### config.mk
export PLATFORM = sky130hd
export DESIGN_NAME = proc_core_param_flat
export DESIGN_NICKNAME = d
export VERILOG_FILES = /design/src/rtl/proc_core_param_if.sv /design/src/rtl/proc_core_param.sv /design/src/flat_wrapper.sv
export SDC_FILE = /design/constraint.sdc
export NUM_CORES = 1
export LEC_CHECK = 0
export CAP_MARGIN = 40
export CORE_MARGIN = 2
export CORE_UTILIZATION = 35
export DETAILED_ROUTE_END_ITERATION = 16
export GPL_TIMING_DRIVEN = 0
export PLACE_DENSITY = 0.61
export SLEW_MARGIN = 15
export SYNTH_ARGS = -nofsm -noshare
export SYNTH_HDL_FRONTEND = slang
export SYNTH_HIERARCHICAL = 1
export SYNTH_SLANG_ARGS = --single-unit
### constraint.sdc
create_clock -name clk -period 12.5 [get_ports clk]
set_input_delay 1.25 -clock clk [delete_from_list [all_inputs] [get_ports clk]]
set_output_delay 1.25 -clock clk [all_outputs]
set_load 0.05 [all_outputs]
### src/rtl/proc_core_param_if.sv
// Handshake and bus bundle between the processor core and whatever feeds it
// instructions and immediates.
interface proc_core_param_if #(
    parameter int DATA_W = 16
);
    logic              run;
    logic [DATA_W-1:0] din;
    logic              done;
    logic [DATA_W-1:0] bus;
    logic              z_flag;

    modport master (output run, din, input done, bus, z_flag);
    modport slave  (input run, din, output done, bus, z_flag);
endinterface

### src/rtl/proc_core_param.sv
// Parametrised multicycle bus processor: step FSM, register file, A/G registers
// and a single one-hot shared bus multiplexer.
module pcp_reg #(
    parameter int W = 16
) (
    input  logic         clk,
    input  logic         resetn,
    input  logic         en,
    input  logic [W-1:0] d,
    output logic [W-1:0] q
);
    always_ff @(posedge clk) begin
        if (!resetn)  q <= '0;
        else if (en)  q <= d;
    end
endmodule

module proc_core_param #(
    parameter int DATA_W   = 16,
    parameter int NUM_REGS = 8
) (
    input  logic             clk,
    input  logic             resetn,
    proc_core_param_if.slave io
);
    localparam int RW = $clog2(NUM_REGS);
    localparam int IW = 3 + 2 * RW;

    typedef enum logic [1:0] {T0, T1, T2, T3} step_t;
    typedef enum logic [2:0] {
        OP_MV, OP_MVI, OP_ADD, OP_SUB, OP_AND, OP_XOR, OP_MVNZ, OP_RSV
    } op_t;

    step_t step, step_nxt;
    logic [IW-1:0] ir;
    logic [DATA_W-1:0] a, g, bus, alu;
    logic z;
    logic [NUM_REGS-1:0][DATA_W-1:0] regs;

    logic                sel_din, sel_g, a_en, g_en, done;
    logic [NUM_REGS-1:0] sel_r, r_en;

    op_t           op;
    logic [RW-1:0] rx, ry;
    assign op = op_t'(ir[IW-1:IW-3]);
    assign rx = ir[2*RW-1:RW];
    assign ry = ir[RW-1:0];

    always_ff @(posedge clk) begin
        if (!resetn) step <= T0;
        else         step <= step_nxt;
    end

    always_comb begin
        step_nxt = step;
        done     = 1'b0;
        sel_din  = 1'b0;
        sel_g    = 1'b0;
        sel_r    = '0;
        r_en     = '0;
        a_en     = 1'b0;
        g_en     = 1'b0;
        case (step)
            T0: if (io.run) step_nxt = T1;
            T1: begin
                case (op)
                    OP_MV: begin
                        sel_r[ry] = 1'b1;
                        r_en[rx]  = 1'b1;
                        done      = 1'b1;
                        step_nxt  = T0;
                    end
                    OP_MVI: begin
                        sel_din  = 1'b1;
                        r_en[rx] = 1'b1;
                        done     = 1'b1;
                        step_nxt = T0;
                    end
                    OP_MVNZ: begin
                        sel_r[ry] = 1'b1;
                        r_en[rx]  = !z;
                        done      = 1'b1;
                        step_nxt  = T0;
                    end
                    OP_RSV: begin
                        done     = 1'b1;
                        step_nxt = T0;
                    end
                    default: begin
                        sel_r[rx] = 1'b1;
                        a_en      = 1'b1;
                        step_nxt  = T2;
                    end
                endcase
            end
            T2: begin
                sel_r[ry] = 1'b1;
                g_en      = 1'b1;
                step_nxt  = T3;
            end
            T3: begin
                sel_g    = 1'b1;
                r_en[rx] = 1'b1;
                done     = 1'b1;
                step_nxt = T0;
            end
            default: step_nxt = T0;
        endcase
    end

    // Selects are one-hot, so OR-ing the gated sources is the mux; idle bus is 0.
    always_comb begin
        bus = '0;
        if (sel_din) bus = bus | io.din;
        if (sel_g)   bus = bus | g;
        for (int i = 0; i < NUM_REGS; i++)
            if (sel_r[i]) bus = bus | regs[i];
    end

    always_comb begin
        case (op)
            OP_ADD:  alu = a + bus;
            OP_SUB:  alu = a - bus;
            OP_AND:  alu = a & bus;
            OP_XOR:  alu = a ^ bus;
            default: alu = '0;
        endcase
    end

    // z resets to 1 to stay consistent with G = 0.
    always_ff @(posedge clk) begin
        if (!resetn) begin
            ir <= '0;
            a  <= '0;
            g  <= '0;
            z  <= 1'b1;
        end else begin
            if (step == T0 && io.run) ir <= io.din[IW-1:0];
            if (a_en) a <= bus;
            if (g_en) begin
                g <= alu;
                z <= (alu == '0);
            end
        end
    end

    for (genvar i = 0; i < NUM_REGS; i++) begin : g_rf
        pcp_reg #(.W(DATA_W)) u_reg (
            .clk    (clk),
            .resetn (resetn),
            .en     (r_en[i]),
            .d      (bus),
            .q      (regs[i])
        );
    end

    assign io.done   = done;
    assign io.bus    = bus;
    assign io.z_flag = z;
endmodule

### src/flat_wrapper.sv
// flat-port wrapper written by rule: the top's interface ports become plain ports
module proc_core_param_flat 
#(
    parameter int DATA_W   = 16,
    parameter int NUM_REGS = 8
)
  (clk, resetn, io_run, io_din, io_done, io_bus, io_z_flag);
  proc_core_param_if #(.DATA_W(DATA_W)) io_i ();
  input  logic clk;
  input  logic resetn;
  input wire logic [$bits(io_i.run)-1:0] io_run;
  input wire logic [$bits(io_i.din)-1:0] io_din;
  output wire logic [$bits(io_i.done)-1:0] io_done;
  output wire logic [$bits(io_i.bus)-1:0] io_bus;
  output wire logic [$bits(io_i.z_flag)-1:0] io_z_flag;
  assign io_i.run = io_run;
  assign io_i.din = io_din;
  assign io_done = io_i.done;
  assign io_bus = io_i.bus;
  assign io_z_flag = io_i.z_flag;
  proc_core_param #(.DATA_W(DATA_W), .NUM_REGS(NUM_REGS)) u_core (.clk(clk), .resetn(resetn), .io(io_i));
endmodule
==> metrics.yaml <==
outcome: "finished clean"
synth.top_cells.by_count: "dfxtp_1 (172), mux2i_1 (153), nor2b_1 (139), nor2_1 (75), nand2_1 (66)"
globalRouteTotalUtil: 0.261
core.rowCount: 64
syn_inst: 1182
asyncSetResetFlopFracSynth: 0
crit_path_end_kind: "register"
cts_made_buffers: 17
worst_clock_skew_ns: 0.0136
path_class: "register to register"
grt_max_degree: 38
post-synth-top-area-cell: "dfxtp_1"
worst-endpoint-required_ns: 12.89
cts_post_setup_buffers_inserted: 0
io-pin-count: 37
wl_per_cell_um: 24.8
grt_antenna_before_repair: 0
finalWirelength_um: 41000
global_route_wire_length_before_repair_um: 61400
cp-startpoint: "u_core/step[0]"
cts_sinks: 172
post_cts_resized: 0
crit_path_max_incr_delay_ns: 0.80
leakagePower_nw: 4.14
layout.filler_cells: 3080
floorplan.initialDensity: 0.353
min_period_ns: 6.88
place.gp.congestion: 1.02
cts.clk_slew.worst_paths_ns: 0.07
final_min_period_over_clock_period: 0.551
timing.hold.worst.class: "register to register"
synth_enable_flop_cells: 0
drtAntennaViolNets: 0
cts_root_buffer: "clkbuf_16"
timing.critical_path.mode_cell: "ha_1"
met3_wirelength_um: 3510
final_max_slew_viol_count: 0
ys_types: 82
cts_buffer_depth: 2
hpwlAfterDp_um: 30400
tns_ns: 0
clock_latency_at_the_later_pin_of_the_worst_skew_pair_ns: 0.45
ys_dominant_reg_cell: "dfxtp_1"
cts-hold-fix-buffers: 0
rsz0062_at_grt: "no"
routedLengthMet1_um: 17800
globalRoute.totalOverflow: 0
n_antenna_cell: 0
most_area_consuming_cells_after_synthesis: "dfxtp_1 (32%), mux2i_1 (14%), nor2b_1 (8.1%)"
cap_violations: 0
num_vias: 9790
post_route_cells_drive_above_1_share: 0.100
setup_violations: 0
synth_top_cell_area_share: 0.320
clock_tree.htree_level_count: 4
routed_wire_length_on_met2_um: 17900
initialDrtViolationCount: 1246
tritoncts: "built"
timing_worst_slew_pin_value_ns: 0.958
crit_slowest_cell: "nor2_1"
first_global_vias: 9474
peak_supply_drop_mv: 0.0941
die_h_um: 179
cp_max_fo: 15
ys_seq_area_frac: 0.320
synthesis.area_per_instance_um2: 9.10
final_cell_area_um2: 12300
area_delta_synth_final_pct: 14.1
coreArea_um2: 30400
post_synth_instance_area_um2: 10800
regToRegSetupSlack_ns: 5.62
ys_warn_count: 6
place_area_um2: 11700
max_clock_freq_mhz: 145
worst_setup_start_kind: "register"
detailedRoute.firstPassIterationCount: 6
power_per_cell_area_nw_per_um2: 111
routed_vias_inst: 5.92
cp_data_arrival_time_ns: 7.27
synth_seq_cells: 172
timing.max_slew.rel_slack: 0.359
timing_hold_violations_final: 0
drc_errors: 0
mappedNetlistNets: 1241
regToRegStartpoint: "u_core/step[0]"
hold_path_startpoint: "u_core/g[8]"
dr.max_layer_used: "met4"
die_w_um: 179
yosys.cell_count.top_type: "dfxtp_1"
buffer_ports.inserted: 36
design.die.area_um2: 32100
nNetsFinal: 1306
==> critical path, delay by kind of cell, from the launching register on <==
kind / cells / cell delay (ns)
AO/OA/AOI/OAI: 11 / 2.47
XOR/XNOR: 2 / 0.23
adder cells (fa/ha/maj): 3 / 0.77
buffers and inverters: 3 / 0.46
flip-flops: 1 / 0.43
AND/OR/NAND/NOR: 6 / 2.44
==> path summary, 6_finish.rpt <==
check                                         to  cells after the start
worst max register to register  u_core/io.z_flag                     25
worst min-delay path                 u_core/g[8]                      2
worst max-delay path            u_core/io.z_flag                     25
worst min register to register       u_core/g[8]                      2
==> registers in the layout, indices dropped and copies added, names as in the netlist, named ones only <==
register	count
u_core/g_rf.u_reg/q	128
u_core/a	16
u_core/g	16
u_core/ir	9
u_core/io.z_flag	1
u_core/step	1
==> final cells by class <==
class	instances	area, um2	area share
clock buffer	19	443	0.0361
tap	396	495	0.0404
inverter	30	113	0.00918
buffer	85	594	0.0484
timing repair buffer	46	458	0.0373
sequential	172	3440	0.281
clock inverter	11	103	0.00836
multi-input combinational	895	6620	0.540
==> per-stage QoR <==
step                      worst slack, ns  power, mW  utilization  cells  hold slack (ns)
after floorplan                      5.85      0.764            -   1182            0.445
after global placement               4.40      0.845        0.381   1614            0.454
after detailed placement             5.73      0.850        0.385   1624            0.460
after CTS                            5.76       1.37        0.403   1654            0.473
after global routing                 5.19       1.41        0.403   1654            0.490
final                                5.62       1.36        0.403   1654            0.476
==> routing by layer <==
metal  up-vias  GRT usage
li1       4471          -
met1      4703      0.352
met2       504      0.400
met3       112     0.0511
met4         0      0.126
met5         -          0
==> kinds of logic (layout without fill, tap and decap cells) <==
kind of cell,after synthesis,count (layout),share of synthesized area
compound gates,244,244,0.174
flops,172,172,0.320
simple gates,411,411,0.205
fa+ha+maj,40,40,0.0472
mux,173,173,0.165
buf+inv,115,191,0.0657
xor+xnor,27,27,0.0220
==> power breakdown <==
| part | switching, mW | internal [mW] |
|---|---|---|
| registers | 0.00666 | 0.554 |
| logic | 0.176 | 0.109 |
| clock network | 0.252 | 0.265 |
==> placed cells by master, fill, tap and decap left out, types with 12 or more instances in the layout <==
cell / n
a211oi_1: 17
a21oi_1: 45
a222oi_1: 23
a22o_1: 12
a22oi_1: 29
and3_1: 15
buf_2: 21
buf_6: 17
clkbuf_1: 38
clkbuf_16: 17
clkdlybuf4s50_1: 35
dfxtp_1: 172
ha_1: 39
inv_1: 27
mux2_2: 16
mux2i_1: 153
nand2_1: 66
nand3_1: 34
nor2_1: 75
nor2b_1: 139
nor3_1: 27
o21ai_0: 19
xnor2_1: 21
(Power assumes the default switching activity.)
